`src/rtl/fdivsqrt_otfc_seq_pkg.sv`:
```
// Shared types and helpers for the sequential on-the-fly converter.
package fdivsqrt_otfc_seq_pkg;

  typedef enum logic [1:0] {
    IDLE = 2'd0,
    RUN  = 2'd1,
    DONE = 2'd2
  } state_t;

  // One-hot digit width: {+2,+1,-1,-2} for radix 4, {+1,-1} for radix 2.
  function automatic int digit_width(input int radix);
    return (radix == 4) ? 4 : 2;
  endfunction

endpackage

```
`src/rtl/fdivsqrt_otfc_seq_if.sv`:
```
// Digit/control bus between digit selection, the converter and postprocessing.
interface fdivsqrt_otfc_seq_if
  import fdivsqrt_otfc_seq_pkg::*;
#(
  parameter int WIDTH = 64,
  parameter int RADIX = 4,
  parameter int CNTW  = 7
);
  localparam int DW = digit_width(RADIX);

  logic             start;
  logic [WIDTH:0]   uinit;
  logic [WIDTH:0]   uminit;
  logic [WIDTH:0]   cinit;
  logic [CNTW-1:0]  iters;
  logic             digit_valid;
  logic [DW-1:0]    udigit;
  logic             rem_neg;
  logic             busy;
  logic             done;
  logic [WIDTH:0]   u;
  logic [WIDTH:0]   um;
  logic [WIDTH:0]   result;
  logic             digit_err;

  modport master (
    output start, uinit, uminit, cinit, iters, digit_valid, udigit, rem_neg,
    input  busy, done, u, um, result, digit_err
  );

  modport slave (
    input  start, uinit, uminit, cinit, iters, digit_valid, udigit, rem_neg,
    output busy, done, u, um, result, digit_err
  );

endinterface

```
`src/rtl/fdivsqrt_otfc_step.sv`:
```
// Combinational U/UM next values for one accepted digit, radix 2 or 4.
module fdivsqrt_otfc_step #(
  parameter int WIDTH = 64,
  parameter int RADIX = 4,
  parameter int DW    = 4
) (
  input  logic [WIDTH:0]  c,
  input  logic [WIDTH:0]  u,
  input  logic [WIDTH:0]  um,
  input  logic [DW-1:0]   digit,
  output logic [WIDTH:0]  u_nxt,
  output logic [WIDTH:0]  um_nxt
);

  logic [WIDTH:0] c_sh1;
  logic [WIDTH:0] c_sh2;

  assign c_sh1 = c << 1;
  assign c_sh2 = c << 2;

  if (RADIX == 4) begin : g_r4
    logic [WIDTH:0] k1, k2, k3;

    assign k1 = c & ~c_sh1;
    assign k2 = c_sh1 & ~c_sh2;
    assign k3 = c & ~c_sh2;

    // Priority +2 > +1 > -1 > -2 resolves multi-hot digits.
    always_comb begin
      u_nxt  = u;
      um_nxt = um | k3;
      if (digit[3]) begin
        u_nxt  = u | k2;
        um_nxt = u | k1;
      end else if (digit[2]) begin
        u_nxt  = u | k1;
        um_nxt = u;
      end else if (digit[1]) begin
        u_nxt  = um | k3;
        um_nxt = um | k2;
      end else if (digit[0]) begin
        u_nxt  = um | k2;
        um_nxt = um | k1;
      end
    end
  end else begin : g_r2
    logic [WIDTH:0] k;

    assign k = c & ~c_sh1;

    always_comb begin
      u_nxt  = u;
      um_nxt = um | k;
      if (digit[1]) begin
        u_nxt  = u | k;
        um_nxt = u;
      end else if (digit[0]) begin
        u_nxt  = um | k;
        um_nxt = um;
      end
    end
  end

endmodule

```
`src/rtl/fdivsqrt_otfc_seq.sv`:
```
// Sequential on-the-fly converter owning U/UM/C and the digit counter.
// Optional illegal-digit check enabled by FDIVSQRT_OTFC_DIGITCHK_EN.
//
// state | meaning
// IDLE  | waiting for start; u/um keep the last result
// RUN   | accepting digits while digit_valid is high
// DONE  | one-cycle completion, result selected by rem_neg
module fdivsqrt_otfc_seq
  import fdivsqrt_otfc_seq_pkg::*;
#(
  parameter int WIDTH = 64,
  parameter int RADIX = 4,
  parameter int CNTW  = 7
) (
  input logic             clk,
  input logic             reset,
  fdivsqrt_otfc_seq_if.slave bus
);

  localparam int DW = digit_width(RADIX);
  localparam int SH = (RADIX == 4) ? 2 : 1;

  if (RADIX != 2 && RADIX != 4) begin : g_bad_radix
    $error("fdivsqrt_otfc_seq: RADIX must be 2 or 4");
  end

  state_t          state, state_nxt;
  logic [WIDTH:0]  u_q, um_q, c_q;
  logic [WIDTH:0]  u_step, um_step, c_shift;
  logic [CNTW-1:0] count, count_inc, iters_q;
  logic            accept;

  fdivsqrt_otfc_step #(
    .WIDTH (WIDTH),
    .RADIX (RADIX),
    .DW    (DW)
  ) u_step_logic (
    .c      (c_q),
    .u      (u_q),
    .um     (um_q),
    .digit  (bus.udigit),
    .u_nxt  (u_step),
    .um_nxt (um_step)
  );

  assign count_inc = count + CNTW'(1);
  assign c_shift   = {{SH{1'b1}}, c_q[WIDTH:SH]};

  always_ff @(posedge clk or posedge reset) begin
    if (reset) state <= IDLE;
    else       state <= state_nxt;
  end

  always_comb begin
    state_nxt = state;
    accept    = 1'b0;
    case (state)
      RUN: begin
        if (bus.digit_valid) begin
          accept = 1'b1;
          if (count_inc == iters_q) state_nxt = DONE;
        end
      end
      DONE:    state_nxt = IDLE;
      default: state_nxt = state;
    endcase
    // start overrides everything, including a digit arriving the same cycle
    if (bus.start) begin
      accept    = 1'b0;
      state_nxt = (bus.iters == '0) ? DONE : RUN;
    end
  end

  always_ff @(posedge clk or posedge reset) begin
    if (reset) begin
      u_q     <= '0;
      um_q    <= '0;
      c_q     <= '0;
      count   <= '0;
      iters_q <= '0;
    end else if (bus.start) begin
      u_q     <= bus.uinit;
      um_q    <= bus.uminit;
      c_q     <= bus.cinit;
      count   <= '0;
      iters_q <= bus.iters;
    end else if (accept) begin
      u_q     <= u_step;
      um_q    <= um_step;
      c_q     <= c_shift;
      count   <= count_inc;
    end
  end

  assign bus.busy   = (state == RUN);
  assign bus.done   = (state == DONE);
  assign bus.u      = u_q;
  assign bus.um     = um_q;
  assign bus.result = (state == DONE) ? (bus.rem_neg ? um_q : u_q) : '0;

`ifdef FDIVSQRT_OTFC_DIGITCHK_EN
  logic digit_err_q;
  logic multi_hot;

  assign multi_hot = |(bus.udigit & (bus.udigit - DW'(1)));

  always_ff @(posedge clk or posedge reset) begin
    if (reset)                      digit_err_q <= 1'b0;
    else if (bus.start)             digit_err_q <= 1'b0;
    else if (accept && multi_hot)   digit_err_q <= 1'b1;
  end

  assign bus.digit_err = digit_err_q;
`else
  assign bus.digit_err = 1'b0;
`endif

endmodule

```
`src/flat_wrapper.sv`:
```
// flat-port wrapper written by rule: the top's interface ports become plain ports
module fdivsqrt_otfc_seq_flat import fdivsqrt_otfc_seq_pkg::*;
#(
  parameter int WIDTH = 64,
  parameter int RADIX = 4,
  parameter int CNTW  = 7
)
  (clk, reset, bus_start, bus_uinit, bus_uminit, bus_cinit, bus_iters, bus_digit_valid, bus_udigit, bus_rem_neg, bus_busy, bus_done, bus_u, bus_um, bus_result, bus_digit_err);
  fdivsqrt_otfc_seq_if #(.WIDTH(WIDTH), .RADIX(RADIX), .CNTW(CNTW)) bus_i ();
  input logic clk;
  input logic reset;
  input wire logic [$bits(bus_i.start)-1:0] bus_start;
  input wire logic [$bits(bus_i.uinit)-1:0] bus_uinit;
  input wire logic [$bits(bus_i.uminit)-1:0] bus_uminit;
  input wire logic [$bits(bus_i.cinit)-1:0] bus_cinit;
  input wire logic [$bits(bus_i.iters)-1:0] bus_iters;
  input wire logic [$bits(bus_i.digit_valid)-1:0] bus_digit_valid;
  input wire logic [$bits(bus_i.udigit)-1:0] bus_udigit;
  input wire logic [$bits(bus_i.rem_neg)-1:0] bus_rem_neg;
  output wire logic [$bits(bus_i.busy)-1:0] bus_busy;
  output wire logic [$bits(bus_i.done)-1:0] bus_done;
  output wire logic [$bits(bus_i.u)-1:0] bus_u;
  output wire logic [$bits(bus_i.um)-1:0] bus_um;
  output wire logic [$bits(bus_i.result)-1:0] bus_result;
  output wire logic [$bits(bus_i.digit_err)-1:0] bus_digit_err;
  assign bus_i.start = bus_start;
  assign bus_i.uinit = bus_uinit;
  assign bus_i.uminit = bus_uminit;
  assign bus_i.cinit = bus_cinit;
  assign bus_i.iters = bus_iters;
  assign bus_i.digit_valid = bus_digit_valid;
  assign bus_i.udigit = bus_udigit;
  assign bus_i.rem_neg = bus_rem_neg;
  assign bus_busy = bus_i.busy;
  assign bus_done = bus_i.done;
  assign bus_u = bus_i.u;
  assign bus_um = bus_i.um;
  assign bus_result = bus_i.result;
  assign bus_digit_err = bus_i.digit_err;
  fdivsqrt_otfc_seq #(.WIDTH(WIDTH), .RADIX(RADIX), .CNTW(CNTW)) u_core (.clk(clk), .reset(reset), .bus(bus_i));
endmodule
```
`config.mk`:
```
export PLATFORM = sky130hd
export DESIGN_NAME = fdivsqrt_otfc_seq_flat
export DESIGN_NICKNAME = d
export VERILOG_FILES = /design/src/rtl/fdivsqrt_otfc_seq_pkg.sv /design/src/rtl/fdivsqrt_otfc_seq_if.sv /design/src/rtl/fdivsqrt_otfc_step.sv /design/src/rtl/fdivsqrt_otfc_seq.sv /design/src/flat_wrapper.sv
export SDC_FILE = /design/constraint.sdc
export NUM_CORES = 1
export LEC_CHECK = 0
export ABC_AREA = 0
export BUFFER_PORTS_ARGS = -buffer_cell sky130_fd_sc_hd__buf_2
export CAP_MARGIN = 20
export CELL_PAD_IN_SITES_DETAIL_PLACEMENT = 0
export CELL_PAD_IN_SITES_GLOBAL_PLACEMENT = 2
export CORE_ASPECT_RATIO = 1.75
export CORE_UTILIZATION = 32
export CTS_CLUSTER_DIAMETER = 30
export CTS_CLUSTER_SIZE = 24
export DETAILED_ROUTE_END_ITERATION = 6
export MAX_ROUTING_LAYER = met4
export PLACE_DENSITY_LB_ADDON = 0.12
export SYNTH_ARGS = -nofsm -noshare
export SYNTH_HDL_FRONTEND = slang
export SYNTH_HIERARCHICAL = 1
export SYNTH_SLANG_ARGS = --single-unit
```
`constraint.sdc`:
```
create_clock -name clk -period 9.3 [get_ports clk]
set_clock_uncertainty 0.2 [all_clocks]
set_input_delay 0.93 -clock clk [delete_from_list [all_inputs] [get_ports clk]]
set_output_delay 0.93 -clock clk [all_outputs]
set_load 0.005 [all_outputs]
```
==> key figures, run 1 <==
Job
  • Max-Cap Viols: 0

Cells and area
  • Area delta synth->final: 23.0%
  • Diode count: 0
  • Share of cells above drive strength 1: about 22%
  • Layout Cell Area excl Fill: around 0.021 mm^2
  • Final Net Count: about 2700

Setup path
  • CP endpoint kind: primary output
  • CP max FO: 35
  • Crit Reg-Reg Startpoint: u_core/state[1]$_DFFE_PP0P_
  • Reg2Reg Setup Slack: a little under 6 ns
  • Crit Path Class: primary input to primary output
  • Worst EP arrival: 2.79 ns
  • Worst-case reg-to-reg path depth: 5
  • Worst endpoint required time: 8.17 ns
  • Worst setup SP type: primary input
  • Crit Reg-Reg Endpoint: u_core/bus.u[49]$_DFFE_PP0P_

CTS
  • CTS H-tree lvls: 2
  • CTS Sinks: 211
  • Clock-pin slew on the worst setup and hold paths: about 0.04 ns
  • CTS tree: yes
  • Cts bufs inserted: 54
  • Max Buffers Root-to-Sink: 3
  • Root Buffer: clkbuf_16
  • Post-CTS Setup Inserts: 0
  • Hold Buf Count CTS: 0
  • Post-cts resize count: 0
  • Clk_lat worst skew: about 0.58 ns

Global routing
  • Antenna violations before repair: 0
  • Vias in the first global route: 18400
  • Largest net degree at the start of global routing: 111
  • Total track usage: 26.0%
  • First-pass GRT wire length: 109000 um
  • Remaining Overflow, GRT: 0

Placed design
  • Final GP Congestion: 0.841
  • Placed Area: 0.0195 mm^2
  • Port bufs: 407
  • Hpwl dp: between 40000 and 50000 um
  • Worst slack, placed: just over 5 ns

Timing
  • RSZ-0062 raised after global routing: false
  • Post-layout minimum cycle time: 3.92 ns
  • Final setup viols: 0
  • Fmax: 0.255 GHz
  • Final hold viol count: 0
  • Period Utilization, post-route: 42.1%
  • Actual slew at the worst max-slew pin: 1.12 ns
  • Setup TNS: 0 ns
  • Fin worst setup slack: roughly 5.4 ns
  • Slew HR: 25.0%
  • Max-slew violation count: 0

Detailed routing
  • Pre-antenna DRT Iters: 6
  • Drt via density: 5.69
  • Via Count: 18200
  • Routed WL per cell: between 20 and 25 um
  • DRC: 0
  • DR iter-0 viols: 1301
  • Routed wire length: slightly above 70000 um
  • Final ANT Viol Nets: 0

Synth
  • Cells after synthesis: around 2200
  • Commonest cells in the netlist: mux2i_1, nand2_1, o21ai_0, dfrtp_1, nor2_1
  • Async SR Flop Fraction: 100%
  • Mapped cell area: approximately 0.017 mm^2
  • Count leader, synth: mux2i_1
  • Synth top area cells: dfrtp_1, mux2i_1, o21ai_0, nand2_1, o21ai_1
  • Post-synth EDFFs: 0
  • Sequential area share after synthesis: 30.2%
  • Mean post-synth cell area: 7.98 um^2
  • Cell taking the most area after synthesis: dfrtp_1
  • Syn Nets: 2401
  • Leading register cell type out of synthesis: dfrtp_1
  • Yosys cell types: between 60 and 70
  • Seq cells post-synth: 211
  • Post-synth top area share: a little under a third
  • Synth warnings: 6

Power
  • Sw frac: between 30% and 40%
  • P_sw: around 0.0014 W
  • Leak: a little under 10 nW
  • Gate power share: 22.3%
  • Clock Power Share: 47.8%
  • Max VDD drop: 147 uV
  • Reg power frac: 29.9%
  • PwrDens: 199 mW/mm^2
  • Internal power: 0.00286 W

Die
  • Starting Density: 32.5%
  • Core Rows: between 100 and 150
  • Die Height: between 300 and 400 um
  • # IOs: 409
  • Core Area: 0.0537 mm^2
  • Die area: approximately 0.056 mm^2
  • Die X: 179 um

Worst hold path
  • Worst hold path type: primary input to asynchronous set/reset pin

Status
  • Status: complete, no violations
## critical path: stages
cell and delay [ns]:
buf_4 0.45, buf_4 0.67, mux2i_1 0.49, nor2_1 0.07, buf_2 0.16
## layout by cell type, fill, tap and decap left out, types with 9 or more instances in the layout
cell	n
a21o_1	13
nand2b_1	63
and3_1	22
a2111oi_0	12
o21ai_0	236
o31ai_1	14
nand2_1	261
o22ai_1	36
dfrtp_1	211
o2111a_1	18
buf_2	401
o221ai_1	13
clkbuf_8	9
inv_1	27
clkbuf_16	57
mux2i_1	290
a21oi_1	94
nor2b_1	78
a31oi_1	37
nor2_1	151
nor3_1	63
o21ai_1	123
o22a_1	21
buf_4	23
a22oi_1	38
inv_6	9
a211oi_1	42
a211o_1	19
nand3_1	16
## per-layer routing
metal,track usage [%],wire [um]
met2,45.2,36800
met1,29.4,28800
met3,3.26,3520
met5,-,0
met4,10.9,2800
## cells by family (layout without fill, tap and decap cells)
kind of cell / count (synthesis) / count (layout) / share of synthesized area [%]
compound gates: 760 / 760 / 27.0
simple gates: 684 / 684 / 18.2
mux: 297 / 297 / 17.1
buf+inv: 226 / 560 / 6.94
flops: 211 / 211 / 30.2
xor+xnor: 9 / 9 / 0.451
fa+ha+maj: 1 / 1 / 0.0716
other cells: 1 / 1 / 0.0215
## flip-flops by register name, summed over array words and instances (netlist names)
| register | count |
|---|---|
| u_core/bus.u | 65 |
| u_core/bus.um | 65 |
| u_core/c_q | 65 |
| u_core/count | 7 |
| u_core/iters_q | 7 |
| u_core/state | 2 |
## how the worst max path moves through the flow
stage / cells after the start / endpoint / start / slack (ns)
floorplan: 1 / u_core/bus.u[0]$_DFFE_PP0P_ / reset / 2.40
global placement: 9 / u_core/bus.um[44]$_DFFE_PP0P_ / bus_udigit[0] / 5.10
detailed placement: 8 / u_core/bus.u[60]$_DFFE_PP0P_ / bus_udigit[1] / 5.08
CTS: 5 / bus_result[13] / bus_rem_neg / 5.33
global route: 5 / bus_result[13] / bus_rem_neg / 5.26
finish: 5 / bus_result[13] / bus_rem_neg / 5.38
## through the flow
stage	power [W]	cells	utilization (%)	hold WS [ns]
6_report	0.00428	3207	40.0	0.269
5_1_grt	0.00449	3207	40.0	0.316
4_1_cts	0.00433	3207	40.0	0.281
3_5_place_dp	0.00225	3105	36.3	0.320
3_3_place_gp	0.00224	3105	36.3	0.317
2_1_floorplan	0.00188	2189	-	0.301
## final cells by class
type / instances / area [um^2]
fill: 5718 / 32200
multi-input combinational: 1752 / 11000
sequential: 211 / 5280
timing repair buffer: 428 / 2230
clock buffer: 71 / 1570
tap: 684 / 856
clock inverter: 31 / 417
inverter: 30 / 121
## power by group through the flow
stage / Combinational [W] / Clock (W) / Sequential, W
after global routing: 0.00106 / 0.00213 / 0.00130
after CTS: 0.000962 / 0.00208 / 0.00128
after floorplan: 0.000685 / 0 / 0.00119
after global placement: 0.000952 / 0 / 0.00129
final: 0.000956 / 0.00205 / 0.00128
after detailed placement: 0.000958 / 0 / 0.00129
No activity file was read; power rests on OpenSTA's default activity.
==> inputs of run 2 (changes only) <==
Settings changed: CORE_UTILIZATION 32 to 29.
Clock period 9.3 ns to 3.2 ns, I/O delays scaled along.
==> run 2 against run 1 <==
  * Global-route usage is 1.2 points lower
  * Die area increased by 10%
  * Cell count increased by 11%
  * Largest cell class unchanged
  * Largest power group unchanged
  * Wire length is 5.0% higher
  * Non-clock buffer count grew 250
  * Register-to-register slack got worse by 5.4 ns
  * Hold slack worse by 0.20 ns
  * Sequential share of layout area shrank 2.9 points
  * Worst setup slack got worse by 4.9 ns
  * Critical path depth increased by 1
  * Critical endpoint is now u_core/c_q[29]$_DFFE_PP0P_
  * Via count increased by 5.5%
  * First-iteration DRC count decreased by 14%
==> key figures, run 2 (synthesis results as in run 1) <==
Detailed routing
  • Routed WL per cell: 21.2 um
  • Drt via density: about 5.4
  • Via Count: 19300
  • DRC: 0
  • Pre-antenna DRT Iters: 7
  • Routed wire length: 75400 um
  • DR iter-0 viols: 1120
  • Final ANT Viol Nets: 0

CTS
  • CTS tree: yes
  • Max Buffers Root-to-Sink: 3
  • Post-CTS Setup Inserts: 0
  • CTS H-tree lvls: 2
  • Cts bufs inserted: 57
  • Clock-pin slew on the worst setup and hold paths: 0.04 ns
  • Root Buffer: clkbuf_16
  • Clk_lat worst skew: 0.58 ns
  • CTS Sinks: between 200 and 250

Cells and area
  • Non-filler cells, final: ~3600
  • Area delta synth->final: 39.4%
  • Diode count: 0
  • Most common cell after layout, fill and taps aside: buf_2
  • Share of cells above drive strength 1: a little over a fifth
  • Final Net Count: 2942
  • Most frequent cells in the layout: buf_2, mux2i_1, nand2_1

Global routing
  • First-pass GRT wire length: 116000 um
  • Remaining Overflow, GRT: 0
  • Largest net degree at the start of global routing: 122
  • Vias in the first global route: 19600
  • Antenna violations before repair: 0
  • Total track usage: 24.7%

Worst hold path
  • Worst hold path type: primary input to asynchronous set/reset pin

Die
  • Core Area: 0.0594 mm^2
  • # IOs: 409
  • Die area: ~0.061 mm^2
  • Starting Density: 29.4%
  • Die X: 187 um
  • Core Rows: between 100 and 150
  • Die Height: 327 um

Timing
  • RSZ-0062 raised after global routing: false
  • Period Utilization, post-route: a little over four fifths
  • Final setup viols: 0
  • Final hold viol count: 0
  • Setup TNS: 0 ns
  • Actual slew at the worst max-slew pin: roughly 0.96 ns
  • Fin worst setup slack: 0.497 ns
  • Post-layout minimum cycle time: around 2.7 ns
  • Fmax: 0.370 GHz
  • Max-slew violation count: 0
  • Slew HR: 36.0%

Placed design
  • Worst slack, placed: 0.435 ns
  • Port bufs: 407
  • Dpl cells: 3223
  • Final GP Congestion: 0.814
  • Hpwl dp: ~51000 um

Setup path
  • Worst-case reg-to-reg path depth: 6
  • Crit Reg-Reg Startpoint: u_core/state[0]$_DFFE_PP0P_
  • Crit Reg-Reg Endpoint: u_core/c_q[29]$_DFFE_PP0P_
  • Crit Path Class: flip-flop to flip-flop
  • CP endpoint kind: flip-flop
  • Worst endpoint required time: 3.45 ns
  • Worst setup SP type: flip-flop
  • Worst EP arrival: 2.95 ns
  • CP max FO: 38
  • Reg2Reg Setup Slack: 0.50 ns

Power
  • Internal power: 0.00887 W
  • Gate power share: 23.7%
  • Clock Power Share: between 40% and 50%
  • Max VDD drop: 412 uV
  • Leak: 10.9 nW
  • Reg power frac: 28.6%
  • PwrDens: 536 mW/mm^2
  • P_sw: 0.00419 W
  • Sw frac: around 32%

Status
  • Status: complete, no violations

Job
  • Max-Cap Viols: 0
run 2: cell count changes in the layout (fill, tap and decap cells not counted), sizes merged:
cell         change
dlygate4sd3    +228
buf             +22
clkinvlp         +1
inv              -9
bufinv           +4
clkbuf           -3
clkinv           +7
run 2: layout make-up:
class / count / area [um^2]
fill: 6175 / 35000
multi-input combinational: 1752 / 11000
sequential: 211 / 5280
timing repair buffer: 678 / 4880
clock buffer: 68 / 1560
tap: 780 / 976
clock inverter: 34 / 524
inverter: 30 / 118
run 2: layer usage:
| layer | track usage [%] | vias to the layer above | wire length [um] | share of wire [%] |
|---|---|---|---|---|
| li1 | - | 9113 | - | - |
| met1 | 28.8 | 9380 | 31000 | 41 |
| met2 | 44.1 | 643 | 38900 | 52 |
| met3 | 2.73 | 115 | 3370 | 4.5 |
| met4 | 7.99 | 0 | 2120 | 2.8 |
| met5 | - | - | 0 | 0 |
run 2: critical path, cell delays in order, from the launching register on:
cell and delay [ns]:
dfrtp_1 0.40, nor2b_4 0.16, nand2_4 0.60, buf_12 0.34, mux2i_1 0.21, o21ai_0 0.08, dlygate4sd3_1 0.56
run 2: worst max path at each step:
stage / slack (ns) / cells after the start / endpoint / start
after floorplan: -0.06 / 1 / u_core/bus.u[0]$_DFFE_PP0P_ / reset
after global placement: 0.47 / 7 / u_core/bus.u[61]$_DFFE_PP0P_ / bus_udigit[0]
after detailed placement: 0.44 / 7 / u_core/bus.u[61]$_DFFE_PP0P_ / bus_udigit[0]
after CTS: 0.44 / 6 / u_core/c_q[29]$_DFFE_PP0P_ / u_core/state[0]$_DFFE_PP0P_
after global routing: 0.32 / 6 / u_core/c_q[29]$_DFFE_PP0P_ / u_core/state[0]$_DFFE_PP0P_
final: 0.50 / 6 / u_core/c_q[29]$_DFFE_PP0P_ / u_core/state[0]$_DFFE_PP0P_
run 2: power by group through the flow:
| stage | sequential, W | clock [W] | combinational (W) |
|---|---|---|---|
| after floorplan | 0.00346 | 0 | 0.00199 |
| after global placement | 0.00378 | 0 | 0.00285 |
| after global routing | 0.00382 | 0.00648 | 0.00343 |
| after CTS | 0.00374 | 0.00635 | 0.00312 |
| final | 0.00374 | 0.00622 | 0.00310 |
| after detailed placement | 0.00378 | 0 | 0.00287 |
run 2: timing repair:
| item | CTS | global route |
|---|---|---|
| endpoints found under the hold margin | 414 | 0 |
| resized for setup | 0 | 0 |
| endpoints found under the setup margin | 0 | 0 |
| hold buffers | 228 | 0 |
run 2: metrics by stage:
stage | utilization (%) | hold WS [ns] | total power (W) | cell area (um^2)
after floorplan | - | 0.230 | 0.00546 | 17500
after global placement | 33.7 | 0.105 | 0.00663 | 20000
after detailed placement | 33.7 | 0.101 | 0.00665 | 20000
after CTS | 41.0 | 0.0303 | 0.0132 | 24300
after global routing | 41.0 | 0.0420 | 0.0137 | 24300
final | 41.0 | 0.0715 | 0.0131 | 24300
==> inputs of run 3 (changes only) <==
Settings changed: ABC_AREA 0 to 1, CORE_UTILIZATION 29 to 26.
Clock period 3.2 ns to 2.3 ns, I/O delays scaled along.
==> run 3 against run 2 <==
  * Die area is 12% higher
  * Largest cell class unchanged
  * Hold slack improved by 0.040 ns
  * Synthesized area increased by 0.50%
  * Critical path depth is 1 lower
  * First-iteration DRC count increased by 27%
  * Global-route usage barely moved
  * Sequential power grew 40%
  * Core utilization decreased by 3.7 points
  * Cell count grew 25%
  * Flip-flop and latch count unchanged
  * Clock power grew 19%
  * Critical endpoint is now bus_result[26]
==> key figures, run 3 <==
CTS
  • Cts bufs inserted: 52
  • CTS Sinks: 211
  • Max Buffers Root-to-Sink: 3
  • Clk_lat worst skew: 0.57 ns
  • Root Buffer: clkbuf_16
  • CTS H-tree lvls: 2
  • Clock-pin slew on the worst setup and hold paths: 0.05 ns
  • CTS tree: yes

Worst hold path
  • Worst hold path type: primary input to flip-flop

Detailed routing
  • Routed WL per cell: 19.4 um
  • DR iter-0 viols: 1421
  • Routed wire length: ~86000 um
  • Drt via density: 5.00
  • Via Count: 22300
  • Pre-antenna DRT Iters: 5
  • Final ANT Viol Nets: 0
  • DRC: 0

Global routing
  • Antenna violations before repair: 7
  • Vias in the first global route: 22000
  • Remaining Overflow, GRT: 0
  • First-pass GRT wire length: 128000 um
  • Total track usage: 24.7%
  • Largest net degree at the start of global routing: 126

Die
  • Core Rows: 125
  • Core Area: ~0.067 mm^2
  • Die X: around 200 um
  • Die Height: roughly 350 um
  • # IOs: 409
  • Starting Density: 26.3%
  • Die area: about 0.069 mm^2

Synth
  • Synth warnings: 6
  • Cell taking the most area after synthesis: dfrtp_1
  • Synth top area cells: dfrtp_1, nand2_1, nor2_1, a21oi_1, inv_1
  • Cells after synthesis: roughly 2900
  • Syn Nets: 3155
  • Post-synth top area share: 30.1%
  • Post-synth EDFFs: 0
  • Commonest cells in the netlist: nand2_1, nor2_1, inv_1, a21oi_1, dfrtp_1
  • Count leader, synth: nand2_1
  • Seq cells post-synth: 211
  • Mapped cell area: 0.0175 mm^2
  • Sequential area share after synthesis: 30.1%
  • Leading register cell type out of synthesis: dfrtp_1
  • Yosys cell types: 37
  • Mean post-synth cell area: 5.96 um^2
  • Async SR Flop Fraction: between 90% and 100%

Cells and area
  • Layout Cell Area excl Fill: 0.0249 mm^2
  • Most common cell after layout, fill and taps aside: nand2_1
  • Area delta synth->final: 41.7%
  • Share of cells above drive strength 1: 17.5%
  • Final Net Count: roughly 3700
  • Most frequent cells in the layout: nand2_1, buf_2, nor2_1

Timing
  • Slew HR: 50.4%
  • Fmax: between 0.4 and 0.5 GHz
  • Post-layout minimum cycle time: 2.24 ns
  • Hold slack: 0.111 ns
  • RSZ-0062 raised after global routing: true
  • Actual slew at the worst max-slew pin: ~0.74 ns
  • Final hold viol count: 0
  • Max-slew violation count: 0
  • Final setup viols: 0
  • Period Utilization, post-route: 97.2%

Setup path
  • CP endpoint kind: primary output
  • Crit Path Class: flip-flop to primary output
  • CP max FO: 33
  • Worst EP arrival: ~1.8 ns
  • Worst setup SP type: flip-flop
  • Worst endpoint required time: 1.87 ns

Placed design
  • Final GP Congestion: 0.842
  • Port bufs: 407
  • Hpwl dp: 59200 um
  • Placed Area: 0.0205 mm^2

Power
  • Leak: 12.3 nW
  • PwrDens: 723 mW/mm^2
  • Total power: 0.0180 W
  • Max VDD drop: 526 uV

Job
  • Max-Cap Viols: 0

Status
  • Status: complete, no violations
[run 3: cell types whose count changed after synthesis, sizes merged, moves of 77 or more]
| cell | previous run | this run |
|---|---|---|
| a21oi | 94 | 219 |
| nor2 | 153 | 302 |
| nand2 | 263 | 1065 |
| o21ai | 359 | 217 |
| nand3 | 16 | 132 |
| a31oi | 37 | 153 |
| o211ai | 6 | 83 |
| inv | 30 | 271 |
| mux2i | 290 | 0 |
| nor2b | 80 | 0 |
[run 3: kinds of logic (layout without fill, tap and decap cells)]
| group | Yosys count | after routing | synth area share (%) |
|---|---|---|---|
| other cells | 1 | 9 | 0.0214 |
| flops | 211 | 211 | 30.1 |
| buf+inv | 471 | 1081 | 11.6 |
| simple gates | 1533 | 1533 | 34.5 |
| xor+xnor | 1 | 1 | 0.0499 |
| compound gates | 725 | 725 | 23.7 |
| fa+ha+maj | 1 | 1 | 0.0713 |
[run 3: what timing repair did]
item / 4_1_cts / 5_1_grt
cloned: 0 / 6
endpoints found under the setup margin: 34 / 17
endpoints found under the hold margin: 415 / 0
pin swaps: 0 / 0
setup buffers: 0 / 5
hold buffers: 233 / 0
gates resized for setup: 3 / 23
[run 3: path summary, 6_finish.rpt]
path	start	slack (ns)	to	cells past startpoint
max in group asynchronous	reset	1.07	u_core/c_q[33]$_DFFE_PP0P_	4
worst min register to register	u_core/c_q[24]$_DFFE_PP0P_	0.34	u_core/c_q[24]$_DFFE_PP0P_	2
min in group asynchronous	reset	0.28	u_core/bus.um[32]$_DFFE_PP0P_	4
worst max-delay path	u_core/state[0]$_DFFE_PP0P_	0.06	bus_result[26]	5
worst min-delay path	bus_udigit[2]	0.11	u_core/bus.u[0]$_DFFE_PP0P_	6
worst max register to register	u_core/state[1]$_DFFE_PP0P_	0.12	u_core/bus.u[34]$_DFFE_PP0P_	9
[run 3: cell type report]
cell class | instances | area [um^2]
Antenna cell | 8 | 20.0
Clock buffer | 60 | 1390
Clock inverter | 35 | 359
Fill cell | 7397 | 41800
Inverter | 271 | 1040
Multi-Input combinational cell | 2261 | 10300
Sequential cell | 211 | 5280
Tap cell | 889 | 1110
Timing Repair Buffer | 715 | 5390
[run 3: critical path, stage by stage (launching register included)]
cell and delay [ns]:
dfrtp_1 0.42, nor2_2 0.16, inv_2 0.08, buf_6 0.19
a21oi_1 0.19, buf_2 0.14
[run 3: layer usage]
layer / share of wire [%] / up-vias / track usage (%)
li1: - / 10800 / -
met1: 42 / 10600 / 29.5
met2: 51 / 726 / 43.1
met3: 5.0 / 126 / 2.54
met4: 2.7 / 0 / 7.77
met5: 0 / - / -
[run 3: where the power goes]
group / total (W) / switching (W) / internal (W)
clock network: 0.00741 / 0.00260 / 0.00482
registers: 0.00525 / 0.000971 / 0.00428
logic: 0.00532 / 0.00317 / 0.00215
total: 0.0180 / 0.00674 / 0.0112
[run 3: metrics by stage]
step / worst slack, ns / cells / util [%] / setup TNS (ns)
4_1_cts: 0.0204 / 4431 / 36.9 / 0
6_report: 0.0636 / 4450 / 37.3 / 0
5_1_grt: -0.00805 / 4448 / 37.3 / -0.0201
2_1_floorplan: -0.872 / 2943 / - / -184.03
3_3_place_gp: 0.280 / 4103 / 30.8 / 0
3_5_place_dp: 0.221 / 4103 / 30.8 / 0
